===== src/rtl/pipe_hazard_ctrl.sv =====
// Central sequencer for the 5-stage pipeline: drives PC and pipeline-latch
// write enables and bubble flushes from stall, hazard, redirect and HALT inputs.
module pipe_hazard_ctrl #(
    parameter int CNT_W = 16,
    parameter int FL_W  = 8
) (
    input  logic             clk,
    input  logic             rst,
    input  logic             IDEX_MemRead,
    input  logic [2:0]       IDEX_WriteRegister,
    input  logic [2:0]       IFID_Rs,
    input  logic [2:0]       IFID_Rt,
    input  logic             IFID_RsValid,
    input  logic             IFID_RtValid,
    input  logic             EXMEM_BranchingOrJumping,
    input  logic             EXMEM_Halt,
    input  logic             imem_stall,
    input  logic             dmem_stall,
    output logic             PC_en,
    output logic             IFID_en,
    output logic             IDEX_en,
    output logic             EXMEM_en,
    output logic             MEMWB_en,
    output logic             IFID_flush,
    output logic             IDEX_flush,
    output logic             EXMEM_flush,
    output logic [1:0]       state,
    output logic             halted,
    output logic [CNT_W-1:0] stall_cycles,
    output logic [FL_W-1:0]  redirect_count
);

    typedef enum logic [1:0] {
        RUN    = 2'd0,
        ISTALL = 2'd1,
        DSTALL = 2'd2,
        HALT   = 2'd3
    } state_t;

    state_t curState, nextState;
    logic   redirectPending, nextPending;
    logic   countStall, countRedirect;
    logic   loadUse;

    assign loadUse = IDEX_MemRead &
                     ((IFID_RsValid & (IFID_Rs == IDEX_WriteRegister)) |
                      (IFID_RtValid & (IFID_Rt == IDEX_WriteRegister)));

    // Control contract: a latch captures on a rising edge when its en is 1;
    // flush=1 makes it capture a zero-control bubble, so flush implies en.
    always_comb begin
        PC_en         = 1'b0;
        IFID_en       = 1'b0;
        IDEX_en       = 1'b0;
        EXMEM_en      = 1'b0;
        MEMWB_en      = 1'b0;
        IFID_flush    = 1'b0;
        IDEX_flush    = 1'b0;
        EXMEM_flush   = 1'b0;
        nextState     = curState;
        nextPending   = redirectPending;
        countStall    = 1'b0;
        countRedirect = 1'b0;
        if (!rst || curState == HALT) begin
            // everything held off
        end else if (EXMEM_Halt && !dmem_stall) begin
            IFID_en     = 1'b1;
            IDEX_en     = 1'b1;
            EXMEM_en    = 1'b1;
            MEMWB_en    = 1'b1;
            IFID_flush  = 1'b1;
            IDEX_flush  = 1'b1;
            EXMEM_flush = 1'b1;
            nextState   = HALT;
        end else if (dmem_stall) begin
            countStall = 1'b1;
            nextState  = DSTALL;
        end else if (EXMEM_BranchingOrJumping) begin
            PC_en         = 1'b1;
            IFID_en       = 1'b1;
            IDEX_en       = 1'b1;
            EXMEM_en      = 1'b1;
            MEMWB_en      = 1'b1;
            IFID_flush    = 1'b1;
            IDEX_flush    = 1'b1;
            EXMEM_flush   = 1'b1;
            countRedirect = 1'b1;
            // An in-flight fetch will return a wrong-path word; remember to drop it.
            nextPending   = imem_stall;
            nextState     = imem_stall ? ISTALL : RUN;
        end else if (imem_stall || loadUse) begin
            IDEX_en    = 1'b1;
            IDEX_flush = 1'b1;
            EXMEM_en   = 1'b1;
            MEMWB_en   = 1'b1;
            countStall = 1'b1;
            nextState  = imem_stall ? ISTALL : RUN;
        end else begin
            PC_en       = 1'b1;
            IFID_en     = 1'b1;
            IDEX_en     = 1'b1;
            EXMEM_en    = 1'b1;
            MEMWB_en    = 1'b1;
            IFID_flush  = redirectPending;
            nextPending = 1'b0;
            nextState   = RUN;
        end
    end

    always_ff @(posedge clk) begin
        if (!rst) begin
            curState        <= RUN;
            redirectPending <= 1'b0;
            stall_cycles    <= '0;
            redirect_count  <= '0;
        end else begin
            curState        <= nextState;
            redirectPending <= nextPending;
            if (countStall && stall_cycles != '1)
                stall_cycles <= stall_cycles + CNT_W'(1);
            if (countRedirect && redirect_count != '1)
                redirect_count <= redirect_count + FL_W'(1);
        end
    end

    assign state  = curState;
    assign halted = rst && (curState == HALT);

endmodule


===== config.mk =====
export PLATFORM = sky130hd
export DESIGN_NAME = pipe_hazard_ctrl
export DESIGN_NICKNAME = d
export VERILOG_FILES = /design/src/rtl/pipe_hazard_ctrl.sv
export SDC_FILE = /design/constraint.sdc
export NUM_CORES = 1
export LEC_CHECK = 0
export BUFFER_PORTS_ARGS = -buffer_cell sky130_fd_sc_hd__buf_2
export CAP_MARGIN = 20
export CORE_MARGIN = 5
export CORE_UTILIZATION = 33
export CTS_BUF_LIST = sky130_fd_sc_hd__clkbuf_2 sky130_fd_sc_hd__clkbuf_4 sky130_fd_sc_hd__clkbuf_8
export CTS_CLUSTER_DIAMETER = 120
export DETAILED_ROUTE_END_ITERATION = 7
export HOLD_SLACK_MARGIN = 0.08
export PLACE_DENSITY = 0.59
export SLEW_MARGIN = 20
export SYNTH_ARGS = -nofsm -noshare
export SYNTH_HDL_FRONTEND = slang
export SYNTH_SLANG_ARGS = --single-unit

===== constraint.sdc =====
create_clock -name clk -period 2.1 [get_ports clk]
set_clock_uncertainty 0.2 [all_clocks]
set_input_delay 0.105 -clock clk [delete_from_list [all_inputs] [get_ports clk]]
set_output_delay 0.105 -clock clk [all_outputs]
set_load 0.03 [all_outputs]

-- Yosys cells after proc, flatten, opt, wreduce, memory -nomap -nowiden
Cells that the tools add are included.
- word-level logic and storage cells: 65
- bits of input ports: 18
- output and inout bits: 35
- flip-flop bits (word level): 27
- add/sub/neg operators: 2
- reductions and logical operators: 9
- bitwise gates (word level): 7
- eq/ne operators: 6
- muxes and demuxes: 37
- operators by type and width (operator ; number):
    $mux 1 ; 35
    $add 16x1->16 const B ; 1
    $ne 16x16->1 const B ; 1
    $add 8x1->8 const B ; 1
    $ne 8x8->1 const B ; 1
    $eq 3x3->1 ; 2
    $logic_and 1x1->1 ; 4
    $mux 2 ; 2
    $reduce_and 4->1 ; 1
    $and 1x1->1 ; 3
    $not 1->1 ; 3
    $eq 2x2->1 const B ; 1
    $logic_not 1->1 ; 2
    $logic_or 1x1->1 ; 2
    $ne 2x2->1 const B ; 1
    $or 1x1->1 ; 1

-- Depth between registers and ports, before layout
- word-level depth: 11
- depth in mapped cells: 8

-- Least setup slack after synthesis
OpenSTA, ideal clock, no wires.
- path kind: flip-flop to flip-flop
- start point: reg stall_cycles[0]
- end point: reg stall_cycles[10]
- required time: 1.828 ns
- arrival time: 1.983 ns
- stages on the path, launching flop included: 9
- setup slack: -0.155 ns
- library setup time: 0.072 ns
- path through: dfxtp_1 > ha_1 > nand3_2 > nor3_2 > a31oi_4 > and2_1 > buf_2 > nand4_1 > mux2i_1
- longest elaborated chain between the ends: 2
- ends and longest elaborated chain (element ; line ; text):
    start, declared ; 29 ; output logic [CNT_W-1:0] stall_cycles,
    start signal, assigned ; 120 ; stall_cycles <= stall_cycles + CNT_W'(1);
    parallel branches: the longest is 2 deep, another holds $add 16x1->16 ; - ;
Parallel ways; which one is timed is not known.
A chain may end at the register's enable or synchronous reset.

-- Worst setup path in the final report
- start point: reg stall_cycles[0]
- end point: reg stall_cycles[14]
Same word-level chain as after synthesis.

==> results by group <==
Clock tree
  – CTS tree: done
  – Number of buffers created by CTS: 3
  – Worst-skew pair later-pin latency: 270 ps
  – H-tree levels: 1
  – Clock sinks: 27
  – Clock root buffer: clkbuf_8
  – Worst-path clk slew: 90 ps
  – Clock tree buffer depth: 2

Detailed routing
  – Router iterations before antenna repair: 4
  – Post-route DRC: 0
  – Drt wl/cell: 12.7 µm
  – Post-DRT Antenna Nets: 0
  – Number of DRC markers in iteration 0: 58
  – Routed vias: 1457
  – Post-Route WL: 3690 µm
  – Via/cell ratio: 5.01

Die
  – Core area: 4320 µm²
  – Full die area: 5820 µm²
  – Die boundary height: 76.3 µm
  – Starting Density: 33.6%
  – I/O pins: 53
  – # rows: 24
  – Die width: 76.3 µm

Pwr
  – Leakage: 0.907 nW
  – Worst VDD drop: 0.217 mV
  – Cell Pwr Density: 507 nW/µm²

Placement
  – Setup slack after placement: 91.4 ps
  – Routability cong.: 0.777
  – Number of port buffers: 52
  – HPWL Detailed: 2670 µm

Setup path
  – Req. time, crit path: 2110 ps
  – WP data arrival: 2020 ps
  – R2R setup slack: 90 ps
  – Critical path class: reg2reg
  – Crit Path Max Fanout: 5
  – Startpoint Class: register
  – Crit. End Element: register

STA
  – Slew margin rel.: 75.1%
  – Fmax: 0.497 GHz
  – Period utilization: 95.9%
  – Worst Max-Slew Pin Slew: 372 ps
  – Final WS setup: 86.6 ps
  – Fin. max-slew vios: 0
  – Final hold vios: 0
  – Setup violations, final: 0
  – Unrepaired setup endpoints after global routing: true
  – Min cycle time layout: 2010 ps
  – Final hold slack: 92.6 ps

Cells and area
  – Layout cells sized above 1: 34.3%
  – Antenna diodes: 0
  – FILL cells: 448
  – Area delta synth->final: 36.7%
  – Final net count: 260

Synth
  – Seq/Total Area, Yosys: 37.2%
  – Netlist cell types: 41
  – Top FF cell, synth: dfxtp_1
  – Average size of a mapped cell: 8.49 µm²
  – Yosys top cell by area: dfxtp_1
  – Ys Warns: 0
  – Post-Syn Area: 1450 µm²
  – Top cells by area, synth: dfxtp_1 37%, xnor2_1 6.0%, nand2_1 5.7%, nor2_1 4.4%, a21oi_1 4.1%
  – Synthesized Nets: 191
  – FFs w/ async S/R, synth: 0%
  – Post-synth EDFFs: 0
  – Post-synthesis register bit count: 27
  – Syn Inst Count: 171
  – Top cell type's share of synthesized area: 37.2%

Global routing
  – Pin count of the biggest net entering global routing: 15
  – Total track usage: 12.1%
  – Initial antenna violation count: 0
  – Vias in the first global route: 1345
  – GRT overflow: 0
  – First-pass GRT wire length: 6080 µm

Min path
  – Tightest Hold Check Type: in2reg

Run
  – Max-Cap Viols: 0

Outcome
  – Status: complete, no violations
## cells by family (layout without fill, tap and decap cells)
| kind of cell | after synthesis | after routing | synth area share [%] |
|---|---|---|---|
| compound gates | 34 | 34 | 18.2 |
| xor+xnor | 15 | 15 | 9.05 |
| fa+ha+maj | 2 | 2 | 1.72 |
| buf+inv | 11 | 79 | 3.53 |
| flops | 27 | 27 | 37.2 |
| mux | 5 | 5 | 3.45 |
| simple gates | 77 | 77 | 26.8 |
## state kept, by name, indices dropped and copies added, names as in the netlist
name and count:
redirectPending 1, redirect_count 8, stall_cycles 16, state 2
## repair_timing
| item | in CTS | in global routing |
|---|---|---|
| gates resized for setup | 0 | 8 |
| hold buffers | 6 | 1 |
| hold endpoints to repair | 4 | 1 |
| buffers inserted | 0 | 4 |
| endpoints found under the setup margin | 0 | 7 |
## report_power, final
group,internal (mW),switching [mW],total [mW],leakage (nW)
clock network,0.149,0.159,0.307,0.0262
registers,0.519,0.00679,0.526,0.220
logic,0.0688,0.104,0.173,0.661
## Yosys cell counts, types with 3 or more instances
master	instances
dfxtp_1	27
nand2_1	22
nor2_1	17
a21oi_1	12
xnor2_1	10
nand4_1	9
mux2i_1	5
nand3_1	5
nor3_1	5
xor2_1	5
and2_1	4
and3_1	4
inv_1	4
o31ai_1	3
## worst max-delay path, cell delays in order (launching register included)
cell and delay (ps):
dfxtp_4 380, ha_2 190, nand3_2 110, nor3_4 310, inv_1 110, or4_4 520, a21oi_2 130
## cell type report
type | instances | area [µm²] | share of cell area [%]
Multi-Input combinational cell | 133 | 896 | 45.1
Sequential cell | 27 | 546 | 27.5
Timing Repair Buffer | 70 | 410 | 20.7
Tap cell | 52 | 65.1 | 3.28
Clock buffer | 4 | 48.8 | 2.46
Inverter | 5 | 18.8 | 0.946
## through the flow
step                      instances  util, %  cell area (µm²)  setup TNS (ps)  power [mW]
final                           291     45.9             1980               0        1.01
after global routing            291     45.9             1980           -46.1        1.06
after CTS                       287     44.4             1920               0        1.01
after detailed placement        277     41.9             1810               0       0.692
after global placement          277     41.9             1810               0       0.692
after floorplan                 171        -             1460               0       0.639
## final timing paths
check | cells after the start | to | start
max | 6 | stall_cycles[14] | stall_cycles[0]
min | 4 | redirectPending | EXMEM_BranchingOrJumping
min reg2reg | 2 | redirect_count[1] | redirect_count[1]
max reg2reg | 6 | stall_cycles[14] | stall_cycles[0]
## layout by cell type, fill, tap and decap left out, types with 2 or more instances in the layout
| cell type | synthesis | layout |
|---|---|---|
| xor2_1 | 5 | 5 |
| nand4_1 | 9 | 9 |
| nor3_4 | 0 | 2 |
| and2_1 | 4 | 3 |
| dlygate4sd3_1 | 0 | 6 |
| nor2_1 | 17 | 17 |
| buf_4 | 2 | 12 |
| clkbuf_8 | 0 | 3 |
| a21oi_1 | 12 | 11 |
| nand2_1 | 22 | 22 |
| o41ai_1 | 2 | 2 |
| o21ai_0 | 2 | 2 |
| nand3_1 | 5 | 4 |
| inv_1 | 4 | 4 |
| buf_2 | 2 | 52 |
| nor2b_1 | 2 | 2 |
| xnor2_1 | 10 | 10 |
| nor3_1 | 5 | 5 |
| o31ai_1 | 3 | 3 |
| and3_1 | 4 | 4 |
| nand3_2 | 1 | 2 |
| nand2b_1 | 2 | 2 |
| mux2i_1 | 5 | 5 |
| dfxtp_1 | 27 | 25 |
| o211ai_1 | 2 | 2 |
| o21a_1 | 2 | 2 |
## layer usage
layer | part of all wire (%) | wire, µm | global-route usage [%]
met1 | 44 | 1630 | 14.5
met2 | 49 | 1790 | 20.6
met3 | 6.0 | 223 | 2.60
met4 | 1.1 | 42 | 4.90
met5 | 0 | 0 | 0
Power figures use the tool's default switching activity.
